===== config.mk =====
export PLATFORM = sky130hd
export DESIGN_NAME = v_speed_ticker
export DESIGN_NICKNAME = d
export VERILOG_FILES = /design/src/rtl/v_speed_pkg.sv /design/src/rtl/v_speed_period.sv /design/src/rtl/v_speed_ticker.sv
export SDC_FILE = /design/constraint.sdc
export NUM_CORES = 1
export LEC_CHECK = 0
export ABC_AREA = 1
export CORE_AREA = 3 3 130 132
export DETAILED_ROUTE_END_ITERATION = 7
export DIE_AREA = 0 0 133 135
export PLACE_DENSITY = 0.49
export SETUP_SLACK_MARGIN = 0.2
export SLEW_MARGIN = 20
export SYNTH_ARGS = -nofsm -noshare
export SYNTH_HDL_FRONTEND = slang
export SYNTH_SLANG_ARGS = --single-unit

===== constraint.sdc =====
create_clock -name clk -period 3.6 [get_ports clk]
set_input_delay 0.72 -clock clk [delete_from_list [all_inputs] [get_ports clk]]
set_output_delay 0.72 -clock clk [all_outputs]
set_load 0.02 [all_outputs]

===== src/rtl/v_speed_pkg.sv =====
// rtl/v_speed_pkg.sv - shared state encoding and widths for the fall-speed ticker
package v_speed_pkg;

    localparam int LEVEL_W = 4;

    typedef enum logic [1:0] {
        NORMAL = 2'd0,
        DELAY  = 2'd1,
        REPEAT = 2'd2
    } state_t;

endpackage


===== src/rtl/v_speed_period.sv =====
// rtl/v_speed_period.sv - level-dependent gravity period with soft-drop floor clamp
module v_speed_period
    import v_speed_pkg::*;
#(
    parameter int NORM_PERIOD = 25_000_000,
    parameter int LEVEL_STEP  = 1_500_000,
    parameter int FAST_PERIOD = 2_500_000,
    parameter int CNT_W       = 25
) (
    input  logic [LEVEL_W-1:0] i_level,
    output logic [CNT_W-1:0]   o_gp
);

    localparam int GW = CNT_W + 4;
    localparam logic [GW-1:0] NORM_W = GW'(NORM_PERIOD);
    localparam logic [GW-1:0] STEP_W = GW'(LEVEL_STEP);
    localparam logic [GW-1:0] FAST_W = GW'(FAST_PERIOD);

    logic [GW-1:0] w_dec;
    logic [GW-1:0] w_gp;

    // Clamp test is done on the decrement so a large level never wraps below zero.
    assign w_dec = GW'(i_level) * STEP_W;
    assign w_gp  = (w_dec > (NORM_W - FAST_W)) ? FAST_W : (NORM_W - w_dec);
    assign o_gp  = w_gp[CNT_W-1:0];

endmodule


===== src/rtl/v_speed_ticker.sv =====
// rtl/v_speed_ticker.sv - gravity / soft-drop fall_tick generator
module v_speed_ticker
    import v_speed_pkg::*;
#(
    parameter int NORM_PERIOD  = 25_000_000,
    parameter int LEVEL_STEP   = 1_500_000,
    parameter int FAST_PERIOD  = 2_500_000,
    parameter int REPEAT_DELAY = 10_000_000,
    parameter int CNT_W        = 25
) (
    input  logic               clk,
    input  logic               rst_n,
    input  logic               key_db_n,
    input  logic [LEVEL_W-1:0] level,
    input  logic               pause,
    input  logic               restart,
    output logic               fall_tick,
    output logic               fast_mode
);

    localparam logic [CNT_W-1:0] RD_LAST = CNT_W'(REPEAT_DELAY - 1);
    localparam logic [CNT_W-1:0] FP_LAST = CNT_W'(FAST_PERIOD - 1);
    localparam logic [CNT_W-1:0] ONE     = CNT_W'(1);

    state_t           r_state;
    state_t           w_state_nxt;
    logic [CNT_W-1:0] r_cnt;
    logic [CNT_W-1:0] w_cnt_nxt;
    logic [CNT_W-1:0] w_cnt_inc;
    logic [CNT_W-1:0] w_gp;
    logic             r_key_d;
    logic             r_tick;
    logic             r_fast;
    logic             w_tick_nxt;
    logic             w_press;
    logic             w_release;
    logic             w_norm_term;

    v_speed_period #(
        .NORM_PERIOD(NORM_PERIOD),
        .LEVEL_STEP (LEVEL_STEP),
        .FAST_PERIOD(FAST_PERIOD),
        .CNT_W      (CNT_W)
    ) u_period (
        .i_level(level),
        .o_gp   (w_gp)
    );

    assign w_press     = r_key_d & ~key_db_n;
    assign w_release   = ~r_key_d & key_db_n;
    assign w_cnt_inc   = r_cnt + ONE;
    // >= rather than == so a level change that shortens the period below cnt still fires.
    assign w_norm_term = (r_cnt >= (w_gp - ONE));

    always_comb begin
        w_state_nxt = r_state;
        w_cnt_nxt   = r_cnt;
        w_tick_nxt  = 1'b0;
        if (pause) begin
            if (w_press) begin
                w_state_nxt = DELAY;
                w_cnt_nxt   = '0;
            end else if (w_release) begin
                w_state_nxt = NORMAL;
                w_cnt_nxt   = '0;
            end
        end else if (w_press) begin
            w_state_nxt = DELAY;
            w_cnt_nxt   = '0;
            w_tick_nxt  = 1'b1;
        end else if (w_release) begin
            w_state_nxt = NORMAL;
            w_cnt_nxt   = '0;
        end else if (restart) begin
            w_cnt_nxt = '0;
        end else begin
            case (r_state)
                NORMAL: begin
                    if (w_norm_term) begin
                        w_cnt_nxt  = '0;
                        w_tick_nxt = 1'b1;
                    end else begin
                        w_cnt_nxt = w_cnt_inc;
                    end
                end
                DELAY: begin
                    if (r_cnt == RD_LAST) begin
                        w_state_nxt = REPEAT;
                        w_cnt_nxt   = '0;
                        w_tick_nxt  = 1'b1;
                    end else begin
                        w_cnt_nxt = w_cnt_inc;
                    end
                end
                REPEAT: begin
                    if (r_cnt == FP_LAST) begin
                        w_cnt_nxt  = '0;
                        w_tick_nxt = 1'b1;
                    end else begin
                        w_cnt_nxt = w_cnt_inc;
                    end
                end
                default: begin
                    w_state_nxt = NORMAL;
                    w_cnt_nxt   = '0;
                end
            endcase
        end
    end

    always_ff @(posedge clk or negedge rst_n) begin
        if (!rst_n) begin
            r_state <= NORMAL;
            r_cnt   <= '0;
            r_key_d <= 1'b1;
            r_tick  <= 1'b0;
            r_fast  <= 1'b0;
        end else begin
            r_state <= w_state_nxt;
            r_cnt   <= w_cnt_nxt;
            r_key_d <= key_db_n;
            r_tick  <= w_tick_nxt;
            r_fast  <= (w_state_nxt == REPEAT);
        end
    end

    assign fall_tick = r_tick;
    assign fast_mode = r_fast;

endmodule

==> results.py <==
metrics = {
    "run_status": {
        "violations": "negative setup slack",
        "status": "complete, but fails checks",
    },
    "hold_path": {
        "hp-class": "reg -> reg",
    },
    "setup_path": {
        "worstPathArrival_ps": 5740,
        "critPathMaxStageDelay_ps": 490,
        "cpMaxStageDelayCell": "fa_2",
        "cp_data_required_time_ps": 3800,
        "worst_path_most_repeated_cell": "nand2_2",
        "path_class": "in -> reg",
        "cp_max_fo": 12,
        "cp_top_family": "simple AND/OR/NAND/NOR gates",
        "path_buf_inv": 6,
        "startpoint_type": "input pin",
        "end_kind": "register",
    },
    "logic_synthesis": {
        "syn_area_sq_mm": 0.004861,
        "yosysMostFrequentCell": "nand2_1",
        "yosys.area.top_type": "nand2_1",
        "synthFlopType": "dfrtp_1",
        "synth_common_cells": "nand2_1, inv_1, nand3_1, nor2_1, ha_1",
        "netlist_top_cells_area": "nand2_1, dfrtp_1, ha_1",
        "synth_fp_nets": 851,
        "synth_top_cell_area_share": 0.1776,
        "ys_ff_latch": 30,
        "synthCells": 786,
        "synth_cell_type_count": 43,
        "yosys_warnings": 0,
        "ys_async_sr_fraction": 1.000,
        "syn_avg_cell_area_sq_um": 6.184,
        "ys_seq_area_frac": 0.1547,
        "synth_edf_count": 0,
    },
    "global_routing": {
        "grt_pass1_wl_um": 25480,
        "antenna_found_initial": 0,
        "grtUsageTotal": 0.1712,
        "grt_pass1_vias": 5280,
        "gr-total-overflow": 0,
        "grt_max_degree": 31,
    },
    "placement": {
        "hpwl_um": 12220,
        "dpl_cell_area_sq_mm": 0.006376,
        "place_congestion": 0.8702,
        "dp_slack_ps": -2766,
        "portBuffers": 10,
    },
    "floorplanning": {
        "rows": 46,
        "die_h_um": 135,
        "die_area_sq_mm": 0.01796,
        "ios": 11,
        "fp.dieW_um": 133,
        "initial_core_util": 0.3071,
        "coreArea_sq_mm": 0.01583,
    },
    "routing": {
        "vias": 5382,
        "drcViolationCount": 0,
        "dr.pass1.iters": 4,
        "drtIter0Drc": 167,
        "viasPerCell": 4.600,
        "wirelength_um": 15040,
        "antenna_left": 0,
        "wire_per_inst_um": 12.85,
    },
    "timing": {
        "post-route-period-util": 1.540,
        "slew_headroom": 0.5513,
        "max_freq_ghz": 0.1803,
        "hold_viol": 0,
        "worst_pin_slew_ps": 666.9,
        "rsz0062_at_grt": "true",
        "setup_slack_ps": -1945,
        "clock_skew_ps": 6.379,
        "fin_crit_ps": 5545,
        "fin_tns_setup_ps": -49470,
        "drv_slew": 0,
        "finalSetupViolations": 26,
    },
    "clock_network": {
        "clockBufferDepth": 2,
        "clock-sinks": 30,
        "postCtsHoldBufs": 0,
        "cts_tree": "done",
        "clockRootBuffer": "clkbuf_16",
        "clk_pin_slew_worst_paths_ps": 60,
        "insertion_delay_ps": 280,
        "ctsHtreeMaxLevel": 2,
        "cts_buffers": 5,
    },
    "finish": {
        "n_antenna_cell": 0,
        "fillers": 1642,
        "final_area_sq_mm": 0.007295,
        "regArea_sq_um": 752.0,
        "syn2layout_area_growth_pct": 50.06,
        "drive_above_1_share": 0.3522,
        "nets": 1018,
        "multiInputGateArea_sq_mm": 0.004214,
    },
    "flow_run": {
        "maxCapViolCount": 0,
    },
    "power": {
        "peakVddDrop_mv": 0.2686,
        "p_per_area_mw_per_mm2": 413.7,
        "leakagePower_nw": 3.612,
    },
}
==> metrics by stage <==
stage	instances	hold WS (ps)	power [mW]	util
5_1_grt	1170	558.2	3.301	0.4609
4_1_cts	1165	537.4	2.931	0.4449
3_5_place_dp	1137	529.9	2.254	0.4028
6_report	1170	535.5	3.018	0.4609
2_1_floorplan	786	424.4	1.495	-
3_3_place_gp	1137	516.2	2.250	0.4028
==> state kept, by name, summed over array words and instances (netlist names) <==
name       flops
r_state        2
fast_mode      1
fall_tick      1
r_cnt         25
r_key_d        1
==> report_power, final <==
group	total, mW	switching (mW)	leakage [nW]	internal [mW]
sequential	0.350	0.00673	0.412	0.344
combinational	2.19	1.15	3.12	1.03
clock	0.481	0.158	0.0836	0.323
==> placed cells by master (no fill, tap or decap), types with 10 or more instances in the layout <==
master	n
buf_4	147
nor4_1	10
o21ai_0	13
nand4_1	18
nand2_1	191
nor3_1	10
inv_1	114
ha_4	11
nand2_4	14
nor2_4	11
nand3_2	10
o22ai_2	16
nand3_1	50
a21oi_1	22
ha_1	39
nor2_2	11
dfrtp_1	29
nand2_2	42
inv_2	16
xor2_1	30
nor2_1	48
==> layer usage <==
| metal | up-vias | GRT usage | share of wire |
|---|---|---|---|
| li1 | 2889 | - | - |
| met1 | 2422 | 0.2080 | 0.45 |
| met2 | 45 | 0.3197 | 0.51 |
| met3 | 26 | 0.01341 | 0.015 |
| met4 | 0 | 0.05427 | 0.027 |
| met5 | - | 0 | 0 |
==> worst paths after layout <==
kind,slack [ps],cells past startpoint,from,end
worst min-delay path,540,1,r_cnt[0],r_cnt[0]
min in group asynchronous,840,2,rst_n,r_cnt[2]
max in group asynchronous,2430,2,rst_n,r_key_d
worst max-delay path,-1940,35,level[3],r_cnt[24]
worst min register to register,540,1,r_cnt[0],r_cnt[0]
worst max register to register,1010,11,r_cnt[16],r_cnt[24]
==> area by class of cell <==
type                       count  area share
multi-input combinational    616      0.5777
timing repair buffer         168      0.1911
sequential                    30      0.1031
inverter                     132     0.06844
tap                          216     0.03705
clock buffer                   5     0.01715
clock inverter                 3    0.005489
==> logic make-up (layout without fill, tap and decap cells) <==
kind of cell,Yosys count,in the layout,synth area share
xor+xnor,39,39,0.07027
simple gates,436,436,0.4111
fa+ha+maj,56,56,0.1503
compound gates,84,84,0.09781
buf+inv,140,308,0.1138
mux,1,1,0.002059
flops,30,30,0.1547
==> repair_timing <==
action                                  CTS  global route
pin swaps                                51            36
endpoints found under the setup margin   26            26
setup buffers                            18             5
cloned                                    2             0
gates resized for setup                 101            51
(Power assumes the default switching activity.)
==> variant, RTL diff (config.mk and constraints unchanged) <==
One comparison of `r_cnt` changes from == to >=.
--- a/src/rtl/v_speed_ticker.sv
+++ b/src/rtl/v_speed_ticker.sv
@@ -84,7 +84,7 @@
                     end
                 end
                 DELAY: begin
-                    if (r_cnt == RD_LAST) begin
+                    if (r_cnt >= RD_LAST) begin
                         w_state_nxt = REPEAT;
                         w_cnt_nxt   = '0;
                         w_tick_nxt  = 1'b1;
Function: same outputs for any inputs over 10 cycles, from zero or initial values and one cycle with rst_n low; that may be too few to reach the edited logic, so the function may still have changed.
==> variant against the original RTL <==
The flow still finishes with violations (setup timing). Sequential share of layout area about the same. Largest power group unchanged. Area after synthesis shrank 1.0%. Maximum frequency shrank 3.7%. Design area is 0.22% lower. Total power is 0.31% higher. Via count down 0.74%. Routed wire length fell by 2.4%. Sequential cell count is the same. Worst setup slack worse by 0.21 ns.
==> variant: results (changes against the original RTL) <==
Later-pin clock latency in the skew report -> 0.28 ns (about the same)
Commonest cells in the netlist -> nand2_1 (223), inv_1 (119), nor2_1 (75)
Share of post-route cells with drive strength above 1 -> 36.6% (+1.4 points)
DR vias/cell -> 4.60 (about the same)
Syn_area_per_cell -> 6.19 µm² (about the same)
Adder-cell share of the synthesized area -> 14.7% (-0.37 points)
First-pass GRT wire length -> 24,400 µm (-4.2%)
Setup Buffers After CTS -> 19 (+1)
Slowest stage delay, CP -> 0.53 ns (+0.04 ns)
Antenna Cells -> 0 (unchanged)
Endpoints failing setup -> 26 (unchanged)
Outcome -> complete, but fails checks
Net count, final -> 1,008 (-0.98%)
Arr. time, crit path -> 5.92 ns (+0.18 ns)
Setup TNS -> -54.44 ns (-4.97 ns)
Complex-gate fraction of the synthesized area -> 8.42% (-1.4 points)
Worst Setup SP -> level[2]
Fill cells -> 1,658 (+0.97%)
1st-iter DRT viols -> 212 (+27%)
DP Wirelength -> 11,700 µm (-4.3%)
Clk_skew -> 0.00613 ns (-0.000249 ns)
Maximum clock path buffer count -> 2 (unchanged)
Initial antenna violation count -> 0 (unchanged)
EDFF count, synth -> 0 (unchanged)
Top flop regs -> r_cnt x25, r_state x2
Cell area after placement -> 6300 µm² (-1.3%)
Worst VDD drop -> 0.000323 V (+20%)
R2r worst-path depth -> 20 (+9)
Placed Cells -> 1,128 (-0.79%)
Register area share after synthesis -> 15.6% (+0.16 points)
Root Buffer -> clkbuf_16
Worst path slowest cell -> fa_1
RR Endpoint -> r_cnt[2]
Port Buffer Count -> 10 (unchanged)
R2r setup slk -> 0.66 ns (-0.35 ns)
Wire length per cell -> 12.6 µm (-1.7%)
Cts repair resizes -> 97 (-4.0%)
Mux cell area share after synthesis -> 0% (-0.21 points)
GP Congestion -> 0.915 (+5.2%)
Rel. slew slack -> 60.1% (+4.9 points)
Failing checks -> setup timing
XOR/XNOR Fraction of Synth Area -> 8.16% (+1.1 points)
Final hold slack -> 0.511 ns (-0.0241 ns)
Tot GR Track Use -> 16.3% (-0.80 points)
Pre-CTS setup slack -> -2.96 ns (-0.189 ns)
Fin worst setup slack -> -2.16 ns (-0.210 ns)
Dominant cells by area after synthesis -> nand2_1 (17%), dfrtp_1 (15%), ha_1 (13%), inv_1 (9.3%), nor2_1 (5.9%)
Worst r2r src -> r_cnt[0]
Vias -> 5,342 (-0.74%)
Synth cell types -> 44 (+2.3%)
Worst Path Max Fanout -> 6 (-6)
Leak Pwr -> 3.62 nW (+0.28%)
Post-Syn Nets -> 841 (-1.2%)
[variant: cell types whose count changed in the layout (fill, tap and decap cells not counted), sizes merged, moves of 4 or more]
cell | before | now
a21oi | 29 | 24
clkbuf | 5 | 9
inv | 131 | 123
nand2 | 248 | 243
nand3 | 65 | 53
nand4 | 19 | 24
nor2 | 70 | 88
o21ai | 25 | 44
o22ai | 20 | 0
xnor2 | 8 | 13
[variant: report_power, final]
part | switching, mW | internal [mW] | leakage [nW]
logic | 1.16 | 1.05 | 3.13
registers | 0.00538 | 0.343 | 0.411
clock network | 0.153 | 0.313 | 0.0832
[variant: kinds of logic (layout without fill, tap and decap cells)]
logic type	after synthesis	in the layout
buf+inv	133	301
fa+ha+maj	54	54
simple gates	441	441
xor+xnor	44	44
compound gates	76	76
flops	30	30
[variant: routing by layer]
metal	wire, µm	up-vias	GRT usage (%)
li1	-	2827	-
met4	367	0	5.66
met1	6200	2423	18.7
met5	0	-	0
met3	202	23	0.894
met2	7910	69	32.0
[variant: worst reg2reg max path, cell delays in order (launching register included)]
cell and delay [ns]:
dfrtp_1 0.40, ha_1 0.20, nand2_1 0.06, nor2_1 0.22, nand2_1 0.13, nor2_1 0.20, nand2_1 0.10, nand4_1 0.11
nand4_1 0.07, nor3b_1 0.16, o21ai_0 0.30, nor2_1 0.07, inv_1 0.08, nand2_1 0.07, nor2_2 0.12, inv_2 0.06
nand2_4 0.08, buf_6 0.11, buf_12 0.10, buf_16 0.12, o21ai_2 0.05
[variant: cell type report]
type / count / area [µm²] / area share [%]
flip-flops and latches: 30 / 752 / 10.3
repair buffers: 170 / 1470 / 20.1
multi-input cells: 615 / 4150 / 57.0
inverters: 123 / 472 / 6.48
clock buffers: 8 / 166 / 2.29
well taps: 216 / 270 / 3.71
